File: config.mk
export PLATFORM = sky130hd
export DESIGN_NAME = conv_window_sum_stream
export DESIGN_NICKNAME = d
export VERILOG_FILES = /design/src/rtl/conv_window_sum_stream.sv
export SDC_FILE = /design/constraint.sdc
export NUM_CORES = 2
export LEC_CHECK = 0
export CORE_MARGIN = 2
export CORE_UTILIZATION = 55
export DETAILED_ROUTE_END_ITERATION = 8
export PLACE_DENSITY = 0.79
export SETUP_SLACK_MARGIN = 0.15
export SLEW_MARGIN = 5
export SYNTH_ARGS = -nofsm -noshare
export SYNTH_HDL_FRONTEND = slang
export SYNTH_SLANG_ARGS = --single-unit
export TNS_END_PERCENT = 10
File: constraint.sdc
create_clock -name clk -period 9 [get_ports clk]
set_input_delay 1.8 -clock clk [delete_from_list [all_inputs] [get_ports clk]]
set_output_delay 1.8 -clock clk [all_outputs]
set_load 0.02 [all_outputs]
File: src/rtl/conv_window_sum_stream.sv
// Streaming KxK box-sum over a raster image: K-1 line buffers feed a KxK window, one sum per valid position.
// Latency: 1 cycle from the window's bottom-right pixel to out_valid.
// Backpressure: single output register; in_ready = !out_valid | out_ready.
module conv_window_sum_stream #(
  parameter int DATA_W = 16,
  parameter int K      = 3,
  parameter int IMG_W  = 64,
  parameter int IMG_H  = 64,
  localparam int OUT_W = (K == 1) ? DATA_W : DATA_W + $clog2(K * K)
) (
  input  logic              clk,
  input  logic              reset,
  input  logic              in_valid,
  output logic              in_ready,
  input  logic [DATA_W-1:0] in_data,
  output logic              out_valid,
  input  logic              out_ready,
  output logic [OUT_W-1:0]  out_data,
  output logic              out_last
);

  localparam int CW = (IMG_W > 1) ? $clog2(IMG_W) : 1;
  localparam int RW = (IMG_H > 1) ? $clog2(IMG_H) : 1;
  localparam int LB = (K > 1) ? K - 1 : 1;

  logic [CW-1:0]     col;
  logic [RW-1:0]     row;
  logic [DATA_W-1:0] line_buf [LB][IMG_W];
  logic [DATA_W-1:0] win      [K][K];
  logic [DATA_W-1:0] win_nxt  [K][K];
  logic [DATA_W-1:0] col_new  [K];
  logic [OUT_W-1:0]  sum;
  logic              acc;
  logic              load;
  logic              col_end;
  logic              row_end;

  assign in_ready = !out_valid || out_ready;
  assign acc      = in_valid && in_ready;
  assign col_end  = (col == CW'(IMG_W - 1));
  assign row_end  = (row == RW'(IMG_H - 1));
  assign load     = acc && (row >= RW'(K - 1)) && (col >= CW'(K - 1));

  // Row 0 of the window is the oldest line; the live pixel enters at the bottom.
  always_comb begin
    for (int r = 0; r < K; r++) begin
      col_new[r] = in_data;
    end
    for (int r = 0; r < K - 1; r++) begin
      col_new[r] = line_buf[r][col];
    end
    for (int r = 0; r < K; r++) begin
      for (int c = 0; c < K - 1; c++) begin
        win_nxt[r][c] = win[r][c+1];
      end
      win_nxt[r][K-1] = col_new[r];
    end
    sum = '0;
    for (int r = 0; r < K; r++) begin
      for (int c = 0; c < K; c++) begin
        sum = sum + OUT_W'(win_nxt[r][c]);
      end
    end
  end

  // Data path carries no reset: counters gate every observable output.
  always_ff @(posedge clk) begin
    if (acc) begin
      win <= win_nxt;
      for (int r = 0; r < K - 1; r++) begin
        line_buf[r][col] <= col_new[r+1];
      end
    end
  end

  always_ff @(posedge clk or negedge reset) begin
    if (!reset) begin
      col       <= '0;
      row       <= '0;
      out_valid <= 1'b0;
      out_data  <= '0;
      out_last  <= 1'b0;
    end else begin
      if (acc) begin
        if (col_end) begin
          col <= '0;
          row <= row_end ? '0 : row + 1'b1;
        end else begin
          col <= col + 1'b1;
        end
      end
      if (load) begin
        out_data  <= sum;
        out_valid <= 1'b1;
        out_last  <= row_end && col_end;
      end else if (out_valid && out_ready) begin
        out_valid <= 1'b0;
      end
    end
  end

endmodule

== Word-level counts from Yosys, hierarchy flattened ==
Memory sizes are Yosys's and may differ from the RTL's.
Index checks and enable logic that the tools add are counted.

* Register bits after elaboration: 130
* RAM bits: 2048
* Output and inout port bits: 23
* Logic and storage cells: 53
* Memories kept: 1

{| class="wikitable"
|+ Memories
! memory !! depth !! width !! read ports !! clocked after Yosys merged registers in !! wr ports !! RTL line !! source
|-
| line_buf || 2 || 1024 || 2 || 0 || 2 || 28 || <nowiki>logic [DATA_W-1:0] line_buf [LB][IMG_W];</nowiki>
|}

* Add/sub/neg operators: 10
* Magnitude comparators: 4
* Equal/unequal tests: 2
* Muxes and demuxes: 14
* Bitwise operators: 1
* Reductions and logical operators: 10

{| class="wikitable"
|+ Operators by type and width
! operator !! number
|-
| two-way mux 1024 bit || 1
|-
| binary-select mux 16 bit (select 6 bit) || 2
|-
| demux 16 bit (select 6 bit) || 1
|-
| adder 20 x 16 -> 20 bit || 4
|-
| two-way mux 16 bit || 5
|-
| adder 19 x 16 -> 20 bit || 1
|-
| adder 18 x 16 -> 19 bit || 1
|-
| adder 17 x 16 -> 18 bit || 1
|-
| adder 16 x 16 -> 17 bit || 1
|-
| adder 6 x 1 -> 6 bit (second input constant) || 2
|-
| == test 6 bit (second input constant) || 2
|-
| >= comparator 6 x 2 -> 1 bit (second input constant) || 2
|-
| two-way mux 6 bit || 2
|-
| >= comparator 7 bit (second input constant) || 1
|-
| < comparator 7 x 1 -> 1 bit (second input constant) || 1
|-
| NOT 6 -> 7 bit || 1
|-
| logical AND 1 bit || 6
|-
| two-way mux 1 bit || 3
|-
| AND reduction 2 bit || 1
|-
| nonzero test 2 bit || 1
|-
| zero test 1 bit || 1
|-
| logical OR 1 bit || 1
|}

== Depth between registers and ports, before layout ==
* Word-level depth: 11
* Gate-level depth with buffers: 26

== Worst setup path after synthesis ==
OpenSTA, ideal clock, no wires.

* Path type: input-to-reg
* From: input out_ready
* To: memory line_buf[0][112] (netlist bit), enable pin
* Setup time: 0.421 ns
* Arrival time: 7.475 ns
* Required time: 8.579 ns
* Setup slack: 1.105 ns
* Stages: 6
* Buffers on the path: 2
* Cell sequence: nand2b_1 -> and2_1 -> clkbuf_1 -> clkbuf_1 -> nand2_1 -> nor2_1

{| class="wikitable"
|+ RTL lines
! what !! RTL line !! source
|-
| from (decl) || 17 || <nowiki>input logic out_ready,</nowiki>
|-
| to (decl) || 28 ||
|}

==> results.ini <==
[outcome]
status = finished with violations
violations = design-rule violations

[logic_synthesis]
yosysTopAreaCellShare = 0.745
ys.flop_type = edfxtp_1
syn_avg_cell_area_um2 = 18.0
synth_seq_cells = 2178
ys_seq_area_frac = 0.754
synth_area_leaders = edfxtp_1 74%, mux4_2 3.1%, mux2i_1 2.9%
synthArstFlopShare = 0.0156
netlist_area_um2 = 86500
yosysWarnings = 0
synth-edff-count = 2144
syn_inst = 4797
synth_cell_types = 72
synth_area_leader_cell = edfxtp_1
synth_fp_nets = 4952

[global_routing]
grt_pass1_vias = 50500
grtUsageMet3 = 0.153
grt_antenna_before_repair = 33
overflow = 0
grt.total_usage = 0.344
grt_pass1_wl_um = 387000
grt.busiest_layer = met2
grt.met1_usage = 0.436
use_met2 = 0.483
grt_start_max_net_pins = 114

[finish]
drive_gt1_frac = 0.182
final_cell_mix = 2,144 x edfxtp_1, 251 x mux2i_1, 208 x buf_4
fill_cells = 10200
final_common_cell = edfxtp_1
num-nets-final = 5131
synthToLayoutAreaGrowth_pct = 12.2
design_area_um2 = 97000

[cts]
cts_max_level = 4
cts-buffers-inserted = 204
cts_hold_buf = 0
clk_path_buf_depth = 3
clk_pin_slew_ns = 0.06
cts_root_buf = clkbuf_16
cts_tree = yes
cts_resized = 0
clock_latency_ns = 0.88
post-cts-setup-buffers = 0
cts_sinks = 2178

[setup_path]
rr_worst_depth = 21
cp_max_fo = 40
r2r-start = col[0]
cp-end-kind = flop
crit_type = reg -> reg
arrival_ns = 9.32
start_kind = flop
startpoint = col[0]
cp.required_ns = 9.77
timing.rr.end = out_data[18]
rrSetupSlack_ns = 0.45

[floorplan]
start_util = 0.554
die-area_um2 = 160000
dieWidth_um = 400
core_area_um2 = 156000
die-height_um = 400
rows = 145
ios = 43

[routing]
drtPass1Iterations = 9
routed_wirelength_um = 278000
vias = 52700
wire_per_inst_um = 38.6
avgViaCountPerCell = 7.31
drt_iter0_markers = 11100
antenna_left = 0
drc = 28

[hold_path]
min_to = win[126]
hp-start = win[110]
whs_path_depth = 0
hold_path.class = reg -> reg

[placed_design]
dpl.hpwl_um = 161000
portBuffers = 42
gp_congestion = 0.982
placed_area_um2 = 90600

[timing]
tns_ns = 0
post-route-period-util = 0.950
rsz0062_at_grt = no
max_freq_ghz = 0.117
finalMaxSlewViolations = 0
worst_pin_slew_ns = 1.42
max-slew-margin-rel = 0.0528
clock_skew_ns = 0.0517
period_minus_slack_ns = 8.55
setup_viol = 0
hold_viol = 0

[flow_run]
maxCapViolCount = 0

[synthesized netlist by cell type (all sizes together), types with 11 or more instances]
cell and instances:
a22oi 145, nor2 170, o2bb2ai 15, mux2 182, a222oi 11, buf 184
fa 110, clkbuf 119, or4 14, o22ai 104, a221o 57, nor3 13
mux4 120, inv 119, dfrtp 34, a211oi 25, edfxtp 2144, ha 25
nand3 20, o221ai 15, o211ai 13, nand2 142, a31oi 17, mux2i 251
a22o 53, nand4 16, a221oi 179, o21ai 186, a21oi 169
[kinds of logic (layout without fill, tap and decap cells)]
logic type	Yosys count	count (layout)	share of synthesized area
AOI/OAI and AO/OA	1050	1050	0.0857
adders and majority gates	135	135	0.0291
DFF	2178	2178	0.754
and+or+nand+nor	440	440	0.0229
xor gates and xnor gates	19	19	0.00192
other	0	16	0
muxes	553	553	0.0840
buffers and inverters	422	766	0.0220
[critical path, stage by stage, from the launching register on]
cell and delay, ns:
dfrtp_4 0.99, buf_12 0.32, nand2b_1 0.39, buf_4 0.26
o22ai_1 0.11, o21ai_0 1.10, o21ai_0 0.29, or4_1 0.57
fa_1 0.52, inv_1 0.06, fa_1 0.50, inv_1 0.05
fa_1 0.47, fa_1 0.52, ha_1 0.26, fa_1 0.43
a211oi_1 0.30, o21bai_1 0.18, o41ai_1 0.50, o21ai_0 0.21
xnor2_1 0.15, o21ai_0 0.17
[state kept, by name, summed over array words and instances, names as in the netlist]
name,cells
out_last,1
col,6
win,96
line_buf,2048
out_valid,1
out_data,20
row,6
[worst max-delay path by stage]
stage                                  end
after detailed placement      out_data[18]
after global routing          out_data[18]
after CTS                     out_data[18]
final                         out_data[18]
after global placement        out_data[18]
after floorplan           line_buf[0][112]
[per-layer routing]
metal	vias up	share of wire
met5	-	0.0018
met4	38	0.082
met3	1391	0.18
met2	5644	0.42
met1	25900	0.31
li1	19800	-
[final cells by class]
type	count	area, um2	area share
Timing Repair Buffer	276	2420	0.0249
Clock buffer	268	5450	0.0562
Clock inverter	103	915	0.00943
Antenna cell	16	40.0	0.000413
Sequential cell	2178	65200	0.672
Inverter	119	454	0.00468
Multi-Input combinational cell	2197	19900	0.205
Tap cell	2058	2570	0.0265
[stage by stage]
| stage | util | hold WS [ns] | worst slack, ns | instances |
|---|---|---|---|---|
| floorplan | - | 0.448 | 1.10 | 4797 |
| global placement | 0.580 | 0.454 | 0.886 | 6828 |
| detailed placement | 0.580 | 0.467 | 0.849 | 6828 |
| CTS | 0.621 | 0.471 | 0.807 | 7199 |
| global route | 0.621 | 0.491 | 0.411 | 7201 |
| finish | 0.621 | 0.469 | 0.450 | 7215 |
Power is left out: the tool's default activity adds up to more than one toggle a clock period on the data nets, which glitch-free logic cannot reach.
